**config.mk**
```make
export PLATFORM = sky130hd
export DESIGN_NAME = alu_cmd_sequencer_flat
export DESIGN_NICKNAME = d
export VERILOG_FILES = /design/src/rtl/alu_cmd_seq_pkg.sv /design/src/rtl/alu_cmd_sequencer_if.sv /design/src/rtl/alu_cmd_regfile.sv /design/src/rtl/alu_cmd_sequencer.sv /design/src/flat_wrapper.sv
export SDC_FILE = /design/constraint.sdc
export NUM_CORES = 1
export LEC_CHECK = 0
export ABC_CLOCK_PERIOD_IN_PS = 2000
export CAP_MARGIN = 30
export CORE_MARGIN = 2
export CORE_UTILIZATION = 48
export DETAILED_ROUTE_END_ITERATION = 10
export GPL_TIMING_DRIVEN = 0
export PLACE_DENSITY_LB_ADDON = 0.25
export RECOVER_POWER = 50
export SYNTH_ARGS = -nofsm -noshare
export SYNTH_HDL_FRONTEND = slang
export SYNTH_SLANG_ARGS = --single-unit
```
**constraint.sdc**
```tcl
create_clock -name clk -period 2 [get_ports clk]
set_clock_uncertainty 0.1 [all_clocks]
set_input_delay 0.4 -clock clk [delete_from_list [all_inputs] [get_ports clk]]
set_output_delay 0.4 -clock clk [all_outputs]
set_load 0.02 [all_outputs]
```
**src/rtl/alu_cmd_seq_pkg.sv**
```systemverilog
// alu_cmd_seq_pkg: shared widths, state encoding and opcodes for the ALU command sequencer
package alu_cmd_seq_pkg;
  localparam int DW = 4;
  localparam int SELW = 3;
  localparam int NREG = 4;
  localparam int AW = $clog2(NREG);
  typedef enum logic [1:0] {
    IDLE = 2'd0,
    EXEC = 2'd1,
    DONE = 2'd2
  } state_t;
  localparam logic OP_ALU = 1'b0;
  localparam logic OP_LOAD = 1'b1;
endpackage

```
**src/rtl/alu_cmd_sequencer_if.sv**
```systemverilog
// alu_cmd_sequencer_if: valid/ready command bundle feeding the sequencer
interface alu_cmd_sequencer_if #(
  parameter int DW = alu_cmd_seq_pkg::DW,
  parameter int SELW = alu_cmd_seq_pkg::SELW,
  parameter int AW = alu_cmd_seq_pkg::AW
);
  logic cmd_valid;
  logic cmd_ready;
  logic cmd_op;
  logic [SELW-1:0] cmd_sel;
  logic [AW-1:0] cmd_ra;
  logic [AW-1:0] cmd_rb;
  logic [AW-1:0] cmd_rd;
  logic cmd_imm_en;
  logic [DW-1:0] cmd_imm;
  modport master (
    output cmd_valid, cmd_op, cmd_sel, cmd_ra, cmd_rb, cmd_rd, cmd_imm_en, cmd_imm,
    input cmd_ready
  );
  modport slave (
    input cmd_valid, cmd_op, cmd_sel, cmd_ra, cmd_rb, cmd_rd, cmd_imm_en, cmd_imm,
    output cmd_ready
  );
endinterface

```
**src/rtl/alu_cmd_regfile.sv**
```systemverilog
// alu_cmd_regfile: NREG x DW register file, two operand read ports, one debug read port, one write port
module alu_cmd_regfile #(
  parameter int DW = alu_cmd_seq_pkg::DW,
  parameter int NREG = alu_cmd_seq_pkg::NREG,
  localparam int AW = $clog2(NREG)
) (
  input  logic clk,
  input  logic rst_n,
  input  logic we,
  input  logic [AW-1:0] waddr,
  input  logic [DW-1:0] wdata,
  input  logic [AW-1:0] raddr_a,
  output logic [DW-1:0] rdata_a,
  input  logic [AW-1:0] raddr_b,
  output logic [DW-1:0] rdata_b,
  input  logic [AW-1:0] dbg_addr,
  output logic [DW-1:0] dbg_data
);
  logic [DW-1:0] mem_q [NREG];
  logic [DW-1:0] mem_d [NREG];
  always_comb begin
    for (int i = 0; i < NREG; i++) mem_d[i] = we && waddr == AW'(i) ? wdata : mem_q[i];
  end
  always_ff @(posedge clk or negedge rst_n) begin
    if (!rst_n) begin
      for (int i = 0; i < NREG; i++) mem_q[i] <= '0;
    end else begin
      mem_q <= mem_d;
    end
  end
  assign rdata_a = mem_q[raddr_a];
  assign rdata_b = mem_q[raddr_b];
  assign dbg_data = mem_q[dbg_addr];
endmodule

```
**src/rtl/alu_cmd_sequencer.sv**
```systemverilog
// alu_cmd_sequencer: accepts commands, drives an external ALU from a register file,
// writes the result back and keeps sticky carry/zero flags
module alu_cmd_sequencer #(
  parameter int DW = alu_cmd_seq_pkg::DW,
  parameter int NREG = alu_cmd_seq_pkg::NREG,
  parameter int SELW = alu_cmd_seq_pkg::SELW,
  localparam int AW = $clog2(NREG)
) (
  input  logic clk,
  input  logic rst_n,
  alu_cmd_sequencer_if.slave cmd,
  output logic [DW-1:0] alu_a,
  output logic [DW-1:0] alu_b,
  output logic [SELW-1:0] alu_sel,
  input  logic [DW-1:0] alu_result,
  input  logic alu_carry,
  input  logic alu_zero,
  output logic done_valid,
  output logic [DW-1:0] done_result,
  output logic flag_c,
  output logic flag_z,
  input  logic [AW-1:0] dbg_addr,
  output logic [DW-1:0] dbg_data
);
  import alu_cmd_seq_pkg::*;
  state_t state_q, state_d;
  logic op_q, op_d;
  logic [AW-1:0] rd_q, rd_d;
  logic [DW-1:0] imm_q, imm_d;
  logic [DW-1:0] alu_a_q, alu_a_d, alu_b_q, alu_b_d;
  logic [SELW-1:0] alu_sel_q, alu_sel_d;
  logic done_valid_q, done_valid_d;
  logic [DW-1:0] done_result_q, done_result_d;
  logic flag_c_q, flag_c_d, flag_z_q, flag_z_d;
  logic [DW-1:0] rf_a, rf_b, wr_data;
  logic accept, accept_alu, exec;
  assign cmd.cmd_ready = state_q == IDLE;
  assign accept = cmd.cmd_valid && cmd.cmd_ready;
  assign accept_alu = accept && cmd.cmd_op == OP_ALU;
  assign exec = state_q == EXEC;
  assign wr_data = op_q == OP_LOAD ? imm_q : alu_result;
  alu_cmd_regfile #(.DW(DW), .NREG(NREG)) u_rf (
    .clk(clk),
    .rst_n(rst_n),
    .we(exec),
    .waddr(rd_q),
    .wdata(wr_data),
    .raddr_a(cmd.cmd_ra),
    .rdata_a(rf_a),
    .raddr_b(cmd.cmd_rb),
    .rdata_b(rf_b),
    .dbg_addr(dbg_addr),
    .dbg_data(dbg_data)
  );
  // Writes happen only in EXEC while cmd_ready is low, so operands read at accept never need forwarding
  always_comb begin
    state_d = accept ? EXEC : exec ? DONE : IDLE;
    op_d = accept ? cmd.cmd_op : op_q;
    rd_d = accept ? cmd.cmd_rd : rd_q;
    imm_d = accept ? cmd.cmd_imm : imm_q;
    alu_a_d = accept_alu ? rf_a : alu_a_q;
    alu_b_d = accept_alu ? (cmd.cmd_imm_en ? cmd.cmd_imm : rf_b) : alu_b_q;
    alu_sel_d = accept_alu ? cmd.cmd_sel : alu_sel_q;
    done_valid_d = exec;
    done_result_d = exec ? wr_data : done_result_q;
    flag_c_d = exec && op_q == OP_ALU ? alu_carry : flag_c_q;
    flag_z_d = exec ? (op_q == OP_LOAD ? imm_q == '0 : alu_zero) : flag_z_q;
  end
  always_ff @(posedge clk or negedge rst_n) begin
    if (!rst_n) begin
      state_q <= IDLE;
      op_q <= OP_ALU;
      rd_q <= '0;
      imm_q <= '0;
      alu_a_q <= '0;
      alu_b_q <= '0;
      alu_sel_q <= '0;
      done_valid_q <= 1'b0;
      done_result_q <= '0;
      flag_c_q <= 1'b0;
      flag_z_q <= 1'b0;
    end else begin
      state_q <= state_d;
      op_q <= op_d;
      rd_q <= rd_d;
      imm_q <= imm_d;
      alu_a_q <= alu_a_d;
      alu_b_q <= alu_b_d;
      alu_sel_q <= alu_sel_d;
      done_valid_q <= done_valid_d;
      done_result_q <= done_result_d;
      flag_c_q <= flag_c_d;
      flag_z_q <= flag_z_d;
    end
  end
  assign alu_a = alu_a_q;
  assign alu_b = alu_b_q;
  assign alu_sel = alu_sel_q;
  assign done_valid = done_valid_q;
  assign done_result = done_result_q;
  assign flag_c = flag_c_q;
  assign flag_z = flag_z_q;
endmodule

```
**src/flat_wrapper.sv**
```systemverilog
// flat-port wrapper written by rule: the top's interface ports become plain ports
module alu_cmd_sequencer_flat import alu_cmd_seq_pkg::*;
#(
  parameter int DW = alu_cmd_seq_pkg::DW,
  parameter int NREG = alu_cmd_seq_pkg::NREG,
  parameter int SELW = alu_cmd_seq_pkg::SELW,
  localparam int AW = $clog2(NREG)
)
  (clk, rst_n, alu_a, alu_b, alu_sel, alu_result, alu_carry, alu_zero, done_valid, done_result, flag_c, flag_z, dbg_addr, dbg_data, cmd_cmd_valid, cmd_cmd_op, cmd_cmd_sel, cmd_cmd_ra, cmd_cmd_rb, cmd_cmd_rd, cmd_cmd_imm_en, cmd_cmd_imm, cmd_cmd_ready);
  alu_cmd_sequencer_if #(.DW(DW), .SELW(SELW), .AW(AW)) cmd_i ();
  input  logic clk;
  input  logic rst_n;
  output logic [DW-1:0] alu_a;
  output logic [DW-1:0] alu_b;
  output logic [SELW-1:0] alu_sel;
  input  logic [DW-1:0] alu_result;
  input  logic alu_carry;
  input  logic alu_zero;
  output logic done_valid;
  output logic [DW-1:0] done_result;
  output logic flag_c;
  output logic flag_z;
  input  logic [AW-1:0] dbg_addr;
  output logic [DW-1:0] dbg_data;
  input wire logic [$bits(cmd_i.cmd_valid)-1:0] cmd_cmd_valid;
  input wire logic [$bits(cmd_i.cmd_op)-1:0] cmd_cmd_op;
  input wire logic [$bits(cmd_i.cmd_sel)-1:0] cmd_cmd_sel;
  input wire logic [$bits(cmd_i.cmd_ra)-1:0] cmd_cmd_ra;
  input wire logic [$bits(cmd_i.cmd_rb)-1:0] cmd_cmd_rb;
  input wire logic [$bits(cmd_i.cmd_rd)-1:0] cmd_cmd_rd;
  input wire logic [$bits(cmd_i.cmd_imm_en)-1:0] cmd_cmd_imm_en;
  input wire logic [$bits(cmd_i.cmd_imm)-1:0] cmd_cmd_imm;
  output wire logic [$bits(cmd_i.cmd_ready)-1:0] cmd_cmd_ready;
  assign cmd_i.cmd_valid = cmd_cmd_valid;
  assign cmd_i.cmd_op = cmd_cmd_op;
  assign cmd_i.cmd_sel = cmd_cmd_sel;
  assign cmd_i.cmd_ra = cmd_cmd_ra;
  assign cmd_i.cmd_rb = cmd_cmd_rb;
  assign cmd_i.cmd_rd = cmd_cmd_rd;
  assign cmd_i.cmd_imm_en = cmd_cmd_imm_en;
  assign cmd_i.cmd_imm = cmd_cmd_imm;
  assign cmd_cmd_ready = cmd_i.cmd_ready;
  alu_cmd_sequencer #(.DW(DW), .NREG(NREG), .SELW(SELW)) u_core (.clk(clk), .rst_n(rst_n), .cmd(cmd_i), .alu_a(alu_a), .alu_b(alu_b), .alu_sel(alu_sel), .alu_result(alu_result), .alu_carry(alu_carry), .alu_zero(alu_zero), .done_valid(done_valid), .done_result(done_result), .flag_c(flag_c), .flag_z(flag_z), .dbg_addr(dbg_addr), .dbg_data(dbg_data));
endmodule
```
==> out/metrics.cfg <==
[timing]
worst_hold_slack_ps=161
rsz0062_at_grt=false
min_period_over_period=0.998
min_period_ps=2000
slew_headroom=0.330
worst_pin_slew_ps=1000
finalMaxSlewViolations=0
max_freq_ghz=0.501
hold_violations=0
setup_violations=0

[clock_tree]
cts-buffers-inserted=5
insertion_delay_ps=290
cts_hold_buf=0
path_clk_slew_ps=80
cts.htree.levels=2
cts.sinks=42
clk_path_buf_depth=2
cts_tree=yes
clk_root_buffer_cell=clkbuf_8

[drt]
wirelength_mm=4.49
drt_iter0_markers=28
vias_per_cell=5.49
drc=0
ant_nets=0
wl_per_cell_um=17.7
dr.pass1.iters=4
num_vias=1395

[floorplan]
die_height_um=67.8
coreArea_um2=3970
num_io_pins=49
start_util=0.492
die_area_um2=4600
num_rows=23
chipWidth_um=67.8

[outcome]
outcome=complete, no violations

[finish]
final_cell_mix=dfrtp_1, clkdlybuf4s50_1, nor2_1
stdcell_count=254
nets=229
syn2layout_area_growth_pct=32.5
drive_above_1_share=0.221
stdcell_area_um2=2590
fin_util=0.652
antennaDiodeCount=0
layout_commonest_cell=dfrtp_1

[hold_path]
hold_class=primary input to async pin

[global_route]
grt_max_degree=43
grt_overflow=0
grt_pass1_vias=1472
antenna_found_initial=0
grt_pass1_wl_mm=7.11
grt_usage=0.219

[yosys]
synth_nets=174
synth_seq_cells=42
seq_area_frac_synth=0.537
synth_cells=148
syn_avg_cell_area_um2=13.2
synthesis.area_um2=1960
ys_warn_count=0
synth.distinct_cells=22

[pwr]
p_leak_uw=0.00106
peakVddDrop_uv=691
power_density_nw_per_um2=1380
p_total_uw=3570

[placed_design]
dp_hpwl_mm=3.44
dp.cells=245
placed_area_um2=2480
gp_congestion=0.879
portBuffers=47

[critical_path]
cp_max_fo=4
crit_chain=clkdlybuf4s15_2, mux4_2, clkdlybuf4s15_2
path_buf_inv=2
startpoint_type=primary input
arrival_ps=1500
startpoint=dbg_addr[0]
endpoint_kind=output port
crit_top_cell=clkdlybuf4s15_2
timing.rr.start=u_core.state_q[0]
max_stage_delay_ps=560
slowest_stage=mux4_2
cp.required_ps=1500
cp_top_family=multiplexers
worst-setup-path-type=primary input to output port

[flow_run]
maxCapViolations=0

==> metrics by stage <==
step / setup slack, ps / setup TNS, ps
4_1_cts: 12.6 / 0
6_report: 4.17 / 0
3_3_place_gp: -625 / -25080
2_1_floorplan: 243 / 0
3_5_place_dp: -665 / -3310
5_1_grt: 2.01 / 0
==> flip-flops by register name (all words and copies together) (netlist names) <==
name                count
u_core.rd_q             2
u_core.flag_c           1
u_core.state_q          1
u_core.imm_q            4
u_core.done_valid       1
u_core.alu_a            4
u_core.alu_sel          3
u_core.u_rf.mem_q      16
u_core.flag_z           1
u_core.done_result      4
u_core.op_q             1
u_core.alu_b            4
==> power breakdown <==
| group | switching, uW | internal (uW) | total [uW] |
|---|---|---|---|
| sequential | 271 | 1190 | 1460 |
| clock | 276 | 373 | 649 |
| combinational | 688 | 772 | 1460 |
| total | 1230 | 2330 | 3570 |
==> cells by family (layout without fill, tap and decap cells) <==
family	count (synthesis)	in the layout	share of synthesized area
muxes	35	35	0.267
DFF	42	42	0.537
AOI/OAI and AO/OA	25	25	0.0640
buffers and inverters	9	65	0.0269
and+or+nand+nor	37	37	0.105
==> per-layer routing <==
layer,global-route usage,part of all wire,vias up
met5,0,0,-
met4,0.0700,0.016,0
met3,0.0510,0.051,7
met2,0.390,0.54,42
met1,0.264,0.39,698
li1,-,-,648
==> final timing paths <==
| path | endpoint | cells after the start | slack, ps |
|---|---|---|---|
| max | dbg_data[3] | 3 | 4 |
| min | u_core.alu_sel[1] | 1 | 160 |
| max reg2reg | u_core.alu_sel[1] | 4 | 130 |
| min reg2reg | u_core.done_result[2] | 2 | 400 |
| max in group asynchronous | u_core.flag_c | 1 | 1010 |
| min in group clk | u_core.done_result[2] | 2 | 400 |
==> cells in the mapped netlist <==
| cell type | n | area, um2 |
|---|---|---|
| mux2_4 | 1 | 15.0 |
| mux4_2 | 12 | 270 |
| buf_6 | 2 | 22.5 |
| buf_4 | 1 | 7.51 |
| or2b_1 | 1 | 7.51 |
| clkbuf_1 | 4 | 15.0 |
| o21ai_0 | 9 | 45.0 |
| nor2_1 | 20 | 75.1 |
| a21oi_1 | 16 | 80.1 |
| nor4bb_1 | 1 | 10.0 |
| mux2i_1 | 9 | 90.1 |
| buf_1 | 1 | 3.75 |
| nor4b_4 | 1 | 23.8 |
| nor3b_2 | 1 | 12.5 |
| mux2_2 | 13 | 146 |
| nor4_1 | 1 | 6.26 |
| nand4b_1 | 1 | 8.76 |
| nand2_1 | 9 | 33.8 |
| and4bb_2 | 1 | 12.5 |
| nor4b_2 | 1 | 15.0 |
| inv_1 | 1 | 3.75 |
| dfrtp_1 | 42 | 1050 |
==> what timing repair did <==
action / 4_1_cts / 5_1_grt
pin swaps: 0 / 0
endpoints found under the setup margin: 5 / 2
setup buffers: 0 / 1
gates resized for setup: 16 / 1
==> cell type report <==
cell class / count / area, um2
Multi-Input combinational cell: 97 / 852
Tap cell: 50 / 62.6
Sequential cell: 42 / 1050
Timing Repair Buffer: 48 / 470
Buffer: 8 / 45.0
Inverter: 1 / 3.75
Clock buffer: 7 / 76.3
Clock inverter: 1 / 30.0
Fill cell: 297 / 1380
No activity file was read; power rests on OpenSTA's default activity.
